<file path="config.mk">
export PLATFORM = sky130hd
export DESIGN_NAME = operand_fetch_stage
export DESIGN_NICKNAME = d
export VERILOG_FILES = /design/src/rtl/operand_fetch_stage_pkg.sv /design/src/rtl/operand_fetch_stage_scoreboard.sv /design/src/rtl/operand_fetch_stage.sv
export SDC_FILE = /design/constraint.sdc
export NUM_CORES = 1
export LEC_CHECK = 0
export CAP_MARGIN = 30
export CELL_PAD_IN_SITES_DETAIL_PLACEMENT = 0
export CELL_PAD_IN_SITES_GLOBAL_PLACEMENT = 2
export CORE_MARGIN = 2
export CORE_UTILIZATION = 31
export DETAILED_ROUTE_END_ITERATION = 8
export PLACE_DENSITY_LB_ADDON = 0.08
export SLEW_MARGIN = 20
export SYNTH_ARGS = -nofsm -noshare
export SYNTH_HDL_FRONTEND = slang
export SYNTH_SLANG_ARGS = --single-unit
</file>
<file path="constraint.sdc">
create_clock -name clk -period 5.5 [get_ports clk]
set_input_delay 0.825 -clock clk [delete_from_list [all_inputs] [get_ports clk]]
set_output_delay 0.825 -clock clk [all_outputs]
set_load 0.01 [all_outputs]
</file>
<file path="src/rtl/operand_fetch_stage_pkg.sv">
// Shared constants and types for the operand fetch stage.
// Register bank geometry, scoreboard widths and the output slot bundle.
package operand_fetch_stage_pkg;

    localparam int DATA_W = 20;
    localparam int ADDR_W = 4;
    localparam int NREGS  = 1 << ADDR_W;
    localparam int OP_W   = 8;
    localparam int CNT_W  = 2;
    localparam int SUM_W  = CNT_W + 1;

    typedef logic [CNT_W-1:0]  cnt_t;
    typedef logic [ADDR_W-1:0] addr_t;
    typedef logic [DATA_W-1:0] data_t;

    localparam cnt_t CNT_MAX = {CNT_W{1'b1}};

    typedef struct packed {
        logic [OP_W-1:0] op;
        addr_t           rd;
        logic            wr_rd;
        data_t           a;
        data_t           b;
    } slot_t;

    // A source stalls unless at most one write is pending
    // and that write lands this very cycle.
    function automatic logic src_hazard(
        input cnt_t cnt,
        input logic wb_hit
    );
        return (cnt >= cnt_t'(2)) ||
               ((cnt == cnt_t'(1)) && !wb_hit);
    endfunction

endpackage

</file>
<file path="src/rtl/operand_fetch_stage_scoreboard.sv">
// Per-register count of issued but not yet written-back writes.
// Flush decrements that would go negative clamp and raise a sticky flag.
module reg_scoreboard_16
    import operand_fetch_stage_pkg::*;
(
    input  logic              clk,
    input  logic              rst,
    input  logic              inc_en,
    input  logic [ADDR_W-1:0] inc_addr,
    input  logic              wb_en,
    input  logic [ADDR_W-1:0] wb_addr,
    input  logic              fl_en,
    input  logic [ADDR_W-1:0] fl_addr,
    input  logic [ADDR_W-1:0] q0_addr,
    input  logic [ADDR_W-1:0] q1_addr,
    input  logic [ADDR_W-1:0] qd_addr,
    output logic [CNT_W-1:0]  q0_cnt,
    output logic [CNT_W-1:0]  q1_cnt,
    output logic [CNT_W-1:0]  qd_cnt,
    output logic              underflow
);

    cnt_t             cnt_q [NREGS];
    cnt_t             cnt_d [NREGS];
    logic [SUM_W-1:0] sum_v [NREGS];
    logic             uf_q;
    logic             uf_d;

    assign q0_cnt    = cnt_q[q0_addr];
    assign q1_cnt    = cnt_q[q1_addr];
    assign qd_cnt    = cnt_q[qd_addr];
    assign underflow = uf_q;

    // Sum all inc/dec terms per register; a negative sum clamps to zero.
    always_comb begin
        uf_d = uf_q;
        for (int r = 0; r < NREGS; r++) begin
            sum_v[r] = SUM_W'(cnt_q[r])
                     + SUM_W'(inc_en && (inc_addr == addr_t'(r)))
                     - SUM_W'(wb_en && (wb_addr == addr_t'(r))
                              && (cnt_q[r] != '0))
                     - SUM_W'(fl_en && (fl_addr == addr_t'(r)));
            if (sum_v[r][SUM_W-1]) begin
                cnt_d[r] = '0;
                uf_d     = 1'b1;
            end else begin
                cnt_d[r] = sum_v[r][CNT_W-1:0];
            end
        end
    end

    // Counter and sticky-flag registers.
    always_ff @(posedge clk) begin
        if (rst) begin
            for (int r = 0; r < NREGS; r++) begin
                cnt_q[r] <= '0;
            end
            uf_q <= 1'b0;
        end else begin
            cnt_q <= cnt_d;
            uf_q  <= uf_d;
        end
    end

endmodule

</file>
<file path="src/rtl/operand_fetch_stage.sv">
// Operand fetch: reads the register bank, bypasses writeback data,
// stalls on pending writes and hands operands to execute via valid/ready.
module operand_fetch_stage
    import operand_fetch_stage_pkg::*;
(
    input  logic              clk,
    input  logic              rst,
    input  logic              flush,
    input  logic              in_valid,
    output logic              in_ready,
    input  logic [OP_W-1:0]   in_op,
    input  logic [ADDR_W-1:0] in_rs0,
    input  logic [ADDR_W-1:0] in_rs1,
    input  logic [ADDR_W-1:0] in_rd,
    input  logic              in_wr_rd,
    output logic [ADDR_W-1:0] raddr0,
    output logic [ADDR_W-1:0] raddr1,
    input  logic [DATA_W-1:0] rdata0,
    input  logic [DATA_W-1:0] rdata1,
    input  logic              wb_we,
    input  logic [ADDR_W-1:0] wb_addr,
    input  logic [DATA_W-1:0] wb_data,
    output logic              out_valid,
    input  logic              out_ready,
    output logic [OP_W-1:0]   out_op,
    output logic [ADDR_W-1:0] out_rd,
    output logic              out_wr_rd,
    output logic [DATA_W-1:0] out_a,
    output logic [DATA_W-1:0] out_b,
    output logic              sb_underflow
);

    slot_t slot_q;
    slot_t slot_d;
    logic  valid_q;
    logic  valid_d;

    cnt_t  cnt0;
    cnt_t  cnt1;
    cnt_t  cntd;

    logic  hit0;
    logic  hit1;
    logic  hitd;
    logic  hazard;
    logic  slot_free;
    logic  accept;
    logic  fl_kill;
    data_t opa;
    data_t opb;

    assign raddr0 = in_rs0;
    assign raddr1 = in_rs1;

    // Hazard detection, handshake and write-bypass operand select.
    always_comb begin
        hit0      = wb_we && (wb_addr == in_rs0);
        hit1      = wb_we && (wb_addr == in_rs1);
        hitd      = wb_we && (wb_addr == in_rd);
        hazard    = src_hazard(cnt0, hit0)
                 || src_hazard(cnt1, hit1)
                 || (in_wr_rd && (cntd == CNT_MAX) && !hitd);
        slot_free = !valid_q || out_ready;
        in_ready  = slot_free && !hazard && !flush;
        accept    = in_valid && in_ready;
        fl_kill   = flush && valid_q && slot_q.wr_rd;
        opa       = hit0 ? wb_data : rdata0;
        opb       = hit1 ? wb_data : rdata1;
    end

    // Output slot: load on accept, hold while stalled, drop on flush.
    always_comb begin
        valid_d = accept || (valid_q && !out_ready && !flush);
        slot_d  = slot_q;
        if (accept) begin
            slot_d.op    = in_op;
            slot_d.rd    = in_rd;
            slot_d.wr_rd = in_wr_rd;
            slot_d.a     = opa;
            slot_d.b     = opb;
        end
    end

    // Output slot registers.
    always_ff @(posedge clk) begin
        if (rst) begin
            valid_q <= 1'b0;
            slot_q  <= '0;
        end else begin
            valid_q <= valid_d;
            slot_q  <= slot_d;
        end
    end

    reg_scoreboard_16 u_sb (
        .clk       (clk),
        .rst       (rst),
        .inc_en    (accept && in_wr_rd),
        .inc_addr  (in_rd),
        .wb_en     (wb_we),
        .wb_addr   (wb_addr),
        .fl_en     (fl_kill),
        .fl_addr   (slot_q.rd),
        .q0_addr   (in_rs0),
        .q1_addr   (in_rs1),
        .qd_addr   (in_rd),
        .q0_cnt    (cnt0),
        .q1_cnt    (cnt1),
        .qd_cnt    (cntd),
        .underflow (sb_underflow)
    );

    assign out_valid = valid_q;
    assign out_op    = slot_q.op;
    assign out_rd    = slot_q.rd;
    assign out_wr_rd = slot_q.wr_rd;
    assign out_a     = slot_q.a;
    assign out_b     = slot_q.b;

endmodule

</file>
# After elaboration in Yosys (flattened, before gate mapping)
# Index checks and enable logic that the tools add are counted.
dict set report word_totals {
  reg_bits 87
  in_bits 91
  out_inout_bits 64
  wordCells 285
}
dict set report classes {
  n_addsub 48
  n_lt_le_gt_ge 5
  n_eq_ne 51
  mux 27
  n_bitwise 3
  reduce_logical 128
}
# operator n
set ops {}
lappend ops {{$eq A4 B4 Y1 const B} 24}
lappend ops {{$sub A3 B1 Y3} 32}
lappend ops {{$logic_and A1 B1 Y1} 79}
lappend ops {{$add A2 B1 Y3} 16}
lappend ops {{$eq A4 B3 Y1 const B} 12}
lappend ops {{$mux W20} 2}
lappend ops {{$reduce_bool A2 Y1} 16}
lappend ops {{$reduce_or A2 Y1} 16}
lappend ops {{$bmux W2 S4} 3}
lappend ops {{$eq A4 B2 Y1 const B} 6}
lappend ops {{$mux W1} 16}
lappend ops {{$reduce_bool A16 Y1} 1}
lappend ops {{$ge A5 B5 Y1 const B} 3}
lappend ops {{$not A4 Y5} 3}
lappend ops {{$eq A4 B1 Y1 const B} 3}
lappend ops {{$eq A4 B4 Y1} 3}
lappend ops {{$logic_not A4 Y1} 3}
lappend ops {{$mux W2} 6}
lappend ops {{$logic_not A1 Y1} 7}
lappend ops {{$logic_or A1 B1 Y1} 6}
lappend ops {{$eq A2 B1 Y1 const B} 2}
lappend ops {{$ge A2 B2 Y1 const B} 2}
lappend ops {{$eq A2 B2 Y1 const B} 1}

# Logic depth before layout (Yosys ltp)
dict set report depth {
  depth_word 34
  depth_mapped 19
  mapped_depth_nobuf 16
}

# Hierarchy
# Synthesis repeated with hierarchy kept, for this count alone.
dict set report hier_totals {
  cells_unflattened 719
  area_unflattened_um2 6786.5
}
# mod n_inst cells_each area_each_um2 seq_area_each_um2
set modules_own_cells {}
lappend modules_own_cells {operand_fetch_stage 1 372 3397.0 1081.0}
lappend modules_own_cells {reg_scoreboard_16 1 347 3389.5 660.6}

# Worst setup path after synthesis
# OpenSTA, ideal clock, no wires.
dict set report synth_timing {
  path_type {in2reg}
  start {input in_rs1[0]}
  end {register u_sb.uf_q (netlist: u_sb.underflow)}
  setup_ns 0.128
  arrival_time_ns 4.429
  required_ns 5.372
  setup_slack_ns 0.944
  stages 17
  path_buffers 3
  path_cell_list {buf_6 > mux4_2 > nor2b_1 > a211o_1 > a311o_1 > buf_6 > nor3_4 > buf_6 > and3_1 > fa_1 > ha_1 > ha_1 > xor2_1 > nor4_1 > nand4_1 > nor4_1 > nor2_1}
}
dict set report synth_between {
  elab_chain_cells 33
  word_cells_on_any_way 98
  classes_between {add/sub: 48; order compare: 1; eq/ne: 2; mux: 18; bitwise: 1; reduce/logical: 28}
}
# element line_no
set synth_rtl {}
lappend synth_rtl {{start: declaration} operand_fetch_stage.sv:13} ;# input logic [ADDR_W-1:0] in_rs1,
lappend synth_rtl {{$not A4 Y5 (not written as such)} operand_fetch_stage_scoreboard.sv:30} ;# assign q1_cnt = cnt_q[q1_addr];
lappend synth_rtl {{$bmux W2 S4} operand_fetch_stage_scoreboard.sv:30}
lappend synth_rtl {{$mux W2 (not written as such) (2 in a row)} operand_fetch_stage_scoreboard.sv:30}
lappend synth_rtl {{$eq A2 B1 Y1} operand_fetch_stage_pkg.sv:33} ;# ((cnt == cnt_t'(1)) && !wb_hit);
lappend synth_rtl {{$logic_and A1 B1 Y1} operand_fetch_stage_pkg.sv:33}
lappend synth_rtl {{$logic_or A1 B1 Y1 (*)} operand_fetch_stage_pkg.sv:32} ;# return (cnt >= cnt_t'(2)) ||
lappend synth_rtl {{$logic_or A1 B1 Y1 (*)} operand_fetch_stage.sv:61} ;# || src_hazard(cnt1, hit1)
lappend synth_rtl {{$logic_or A1 B1 Y1 (*)} operand_fetch_stage.sv:62} ;# || (in_wr_rd && (cntd == CNT_MAX) && !hitd);
lappend synth_rtl {{(+3 left out)} n/a}
lappend synth_rtl {{named net in_ready} operand_fetch_stage.sv:10} ;# output logic in_ready,
lappend synth_rtl {{$logic_and A1 B1 Y1 (*)} operand_fetch_stage.sv:65} ;# accept = in_valid && in_ready;
lappend synth_rtl {{$logic_and A1 B1 Y1 (*)} operand_fetch_stage.sv:98} ;# .inc_en (accept && in_wr_rd),
lappend synth_rtl {{$logic_and A1 B1 Y1} operand_fetch_stage_scoreboard.sv:39} ;# + SUM_W'(inc_en && (inc_addr == addr_t'(r)))
lappend synth_rtl {{$add A2 B1 Y3} operand_fetch_stage_scoreboard.sv:39}
lappend synth_rtl {{$sub A3 B1 Y3} operand_fetch_stage_scoreboard.sv:40} ;# - SUM_W'(wb_en && (wb_addr == addr_t'(r))
lappend synth_rtl {{$sub A3 B1 Y3} operand_fetch_stage_scoreboard.sv:42} ;# - SUM_W'(fl_en && (fl_addr == addr_t'(r)));
lappend synth_rtl {{$mux W1 (15 in a row)} operand_fetch_stage_scoreboard.sv:43} ;# if (sum_v[r][SUM_W-1]) begin
lappend synth_rtl {{end signal: assignment} operand_fetch_stage_scoreboard.sv:61} ;# uf_q <= uf_d;
lappend synth_rtl {{end: declaration} operand_fetch_stage_scoreboard.sv:26} ;# logic uf_q;
# Mark *: on every way through the listed nets, which the timed path passes. The rest lies on a longest branch. The select of a mux whose other input is x is not followed.
# A chain may end at the register's enable or synchronous reset.

# Worst setup path in the final report
dict set report layout_timing {
  start {input in_rs1[0]}
  end {register u_sb.uf_q (netlist: u_sb.underflow)}
}
dict set report layout_between {
  elab_chain_cells 33
  word_cells_on_any_way 98
  classes_between {add/sub: 48; order compare: 1; eq/ne: 2; mux: 18; bitwise: 1; reduce/logical: 28}
}
# element line_no
set layout_rtl {}
lappend layout_rtl {{$not A4 Y5 (not written as such)} operand_fetch_stage_scoreboard.sv:30}
lappend layout_rtl {{$bmux W2 S4} operand_fetch_stage_scoreboard.sv:30}
lappend layout_rtl {{$mux W2 (not written as such) (2 in a row)} operand_fetch_stage_scoreboard.sv:30}
lappend layout_rtl {{$eq A2 B1 Y1} operand_fetch_stage_pkg.sv:33}
lappend layout_rtl {{$logic_and A1 B1 Y1} operand_fetch_stage_pkg.sv:33}
lappend layout_rtl {{$logic_or A1 B1 Y1 (*)} operand_fetch_stage_pkg.sv:32}
lappend layout_rtl {{$logic_or A1 B1 Y1 (*)} operand_fetch_stage.sv:61}
lappend layout_rtl {{$logic_or A1 B1 Y1 (*)} operand_fetch_stage.sv:62}
lappend layout_rtl {{$logic_not A1 Y1 (*)} operand_fetch_stage.sv:64} ;# in_ready = slot_free && !hazard && !flush;
lappend layout_rtl {{$logic_and A1 B1 Y1 (*) (2 in a row)} operand_fetch_stage.sv:64}
lappend layout_rtl {{$logic_and A1 B1 Y1 (*)} operand_fetch_stage.sv:65}
lappend layout_rtl {{$logic_and A1 B1 Y1 (*)} operand_fetch_stage.sv:98}
lappend layout_rtl {{$logic_and A1 B1 Y1} operand_fetch_stage_scoreboard.sv:39}
lappend layout_rtl {{$add A2 B1 Y3} operand_fetch_stage_scoreboard.sv:39}
lappend layout_rtl {{$sub A3 B1 Y3} operand_fetch_stage_scoreboard.sv:40}
lappend layout_rtl {{$sub A3 B1 Y3} operand_fetch_stage_scoreboard.sv:42}
lappend layout_rtl {{$mux W1 (15 in a row)} operand_fetch_stage_scoreboard.sv:43}
# Every way passes the cells marked *; elsewhere a longest branch is shown, timed or not. The select of a mux whose other input is x is not followed.

==> out/metrics.yaml <==
clock_network:
  holdBufCountCts: 0
  cts.sinks: 87
  cts_made_buffers: 9
  clk_latency_ps: 350
  path_clk_slew_ps: 70
  cts_tree: "built"
  cts-root-to-sink-buffers: 2
  h-tree-depth: 3
  cts_root_buffer: "clkbuf_16"
  cts_setup_buffers: 0
  cts-resized-gates: 0
pwr:
  p_leak_nw: 3.84
  power_density_mw_per_mm2: 192
  ir_drop_v: 0.000139
setup_path:
  timing_worst_setup_path_type: "in2reg"
  crit_chain: "clkdlybuf4s50_1, mux4_2, nor2b_1, a211o_1, a311o_1, buf_4, nor4_1, fa_1, ha_1, ha_1, xor2_1, nor4_1, nand4_1, nor4_1, nor2_1"
  critPathCaptureType: "register"
  reg2reg_slack_ps: 1090
  reg2reg_from: "u_sb.cnt_q[24]$_SDFF_PP0_"
  r2r.worst_path.cells: 14
  critPathLaunchType: "input pin"
  slowest_stage: "clkdlybuf4s50_1"
  critical_path_buf_inv_count: 2
  path_common_cell: "nor4_1"
  worst_ep_arrival_time_ps: 5390
  crit_required_ps: 5740
  r2r_end: "u_sb.underflow$_SDFFE_PP0P_"
  crit_fanout: 16
  slowest_delay_ps: 600
  cp_top_family: "simple AND/OR/NAND/NOR gates"
die:
  io_pins: 155
  die_h_um: 149
  start_util_pct: 31.4
  dieArea_sq_mm: 0.0223
  core_sq_mm: 0.0209
  fp-row-count: 53
  die_w_um: 149
drt:
  postRouteWirelength_um: 22500
  drc: 0
  drtAntennaViolNets: 0
  vias: 5618
  vias_per_cell: 5.24
  drtIter0Drc: 304
  wl_per_cell_um: 20.9
  firstDrtPassIters: 5
sta:
  worst_pin_slew_ps: 892
  rsz0062_at_grt: "no"
  period_share_pct: 93.7
  finalHoldWorstSlack_ps: 475
  slew-limit-headroom_pct: 40.5
  worst_slack_ps: 344
  fmax_mhz: 194
  setup_viol: 0
  finalHoldViolCount: 0
  report.final.slew_viol_count: 0
  finClkSkew_ps: 10.6
  totalNegativeSetupSlack_ps: 0
  min_period_ps: 5160
logic_synthesis:
  synth_area_leader_cell: "dfxtp_1"
  synth_nets: 811
  synth_compound_area_share_pct: 18.2
  yosysTopAreaCellShare_pct: 26.6
  synthFlopType: "dfxtp_1"
  synth_top_family_by_area: "compound AO/OA/AOI/OAI gates"
  syn_inst: 656
  yosysMostFrequentCell: "dfxtp_1"
  synth_xor_area_share_pct: 3.74
  synth_edf_count: 0
  synth-async-reset-ratio_pct: 0
  ys_types: 45
  avgSynthCellArea_sq_um: 9.99
  synth.top_cells.by_area: "dfxtp_1, ha_1, mux4_2, a211oi_2, mux2i_1"
  ys_warn_count: 0
  ys_seq_area_share_pct: 26.6
  yosys-top-cells-count: "dfxtp_1, inv_1, ha_1, mux2i_1, a31oi_1"
  synth_mux_area_share_pct: 15.9
  ys_ff_latch: 87
  synth-adder-area-share_pct: 14.1
  synth-simple-area-share_pct: 13.0
  synth_area_sq_mm: 0.00655
grt:
  grt_max_degree: 44
  antenna_found_initial: 0
  overflow: 0
  first_global_vias: 5900
  grt_usage_pct: 20.5
  grt_pass1_wl_um: 34800
cells_and_area:
  area_growth_pct: 31.7
  fillers: 2080
  num_antenna_cells: 0
  drive_gt1_share_pct: 15.4
  nets: 948
  design_area_sq_mm: 0.00863
worst_hold_path:
  hp-start: "out_op[7]$_SDFFE_PP0N_"
  holdPathStages: 2
  hold_path_end: "out_op[7]$_SDFFE_PP0N_"
  min_path_type: "reg2reg"
place:
  portBuffers: 154
  place_area_sq_mm: 0.00834
  dp_hpwl_um: 17400
  preCtsSetupSlack_ps: -6.25
  gp_congestion: 0.837
run_status:
  status: "completed"
job:
  drv_cap: 0
## stage by stage
stage          util [%]  std cells  total power [mW]
3_5_place_dp       39.9       1057              1.06
6_report           41.3       1073              1.66
4_1_cts            41.3       1073              1.68
2_1_floorplan         -        656             0.878
5_1_grt            41.3       1073              1.74
3_3_place_gp       39.8       1056              1.05
## area by class of cell
class | count | area, sq um | area share [%]
Timing Repair Buffer | 187 | 1810 | 21.0
Clock buffer | 10 | 239 | 2.77
Multi-Input combinational cell | 457 | 4260 | 49.3
Clock inverter | 6 | 50.0 | 0.580
Inverter | 51 | 191 | 2.22
Tap cell | 275 | 344 | 3.99
Sequential cell | 87 | 1740 | 20.2
## where the power goes
part,switching (mW),internal (mW)
Clock,0.289,0.325
Combinational,0.179,0.187
Sequential,0.0180,0.657
## cells in the final DEF, fill, tap and decap left out, types with 2 or more instances in the layout
master and n:
buf_4 31, ha_1 48, mux2i_1 48, clkinvlp_4 2, a211o_1 2, nor3_4 2
a21oi_1 14, o211ai_1 13, inv_1 51, buf_12 2, and4_1 2, a32oi_1 2
nor3_1 3, clkdlybuf4s50_1 153, fa_1 16, clkbuf_16 9, xor2_1 25, a211oi_2 40
nor2b_1 9, nand2b_1 3, nand4_1 16, dfxtp_1 87, nor4_1 6, a31oi_1 41
mux2_2 4, nor3b_1 2, o2111ai_1 6, nand2_1 21, and2_1 36, inv_6 3
o31ai_1 13, mux4_2 23, xnor2_1 3, nor2_1 30, and3_1 13, nand3_1 6
## worst max path at each step
stage	startpoint	to	slack, ps	depth (start not counted)
3_3_place_gp	in_rs1[0]	u_sb.underflow$_SDFFE_PP0P_	-50	16
3_5_place_dp	in_rs1[0]	u_sb.underflow$_SDFFE_PP0P_	-6	16
5_1_grt	in_rs1[0]	u_sb.underflow$_SDFFE_PP0P_	160	15
6_report	in_rs1[0]	u_sb.underflow$_SDFFE_PP0P_	340	15
2_1_floorplan	in_rs1[0]	u_sb.underflow$_SDFFE_PP0P_	940	17
4_1_cts	in_rs1[0]	u_sb.underflow$_SDFFE_PP0P_	360	16
## tightest hold or removal path, cell delays in order, from the launching register on
cell and delay, ps:
dfxtp_1 310, o31ai_1 60, a21oi_1 60
## per-layer routing
metal | global-route usage [%] | routed length [um] | vias up
met4 | 5.52 | 403 | 0
met1 | 26.9 | 10100 | 2743
met5 | 0 | 0 | -
met2 | 34.3 | 10700 | 170
li1 | - | - | 2680
met3 | 3.94 | 1280 | 25
## logic make-up after synthesis
| group | count (synthesis) |
|---|---|
| flip-flops | 87 |
| AO/OA/AOI/OAI | 137 |
| adder cells (fa/ha/maj) | 64 |
| multiplexers | 75 |
| buffers and inverters | 112 |
| XOR/XNOR | 28 |
| AND/OR/NAND/NOR | 153 |
## state kept, by name, summed over array words and instances, names as in the netlist
signal	count
u_sb.underflow	1
out_rd	4
out_a	20
out_b	20
u_sb.cnt_q	32
out_op	8
out_wr_rd	1
out_valid	1
No activity file was read; power rests on OpenSTA's default activity.
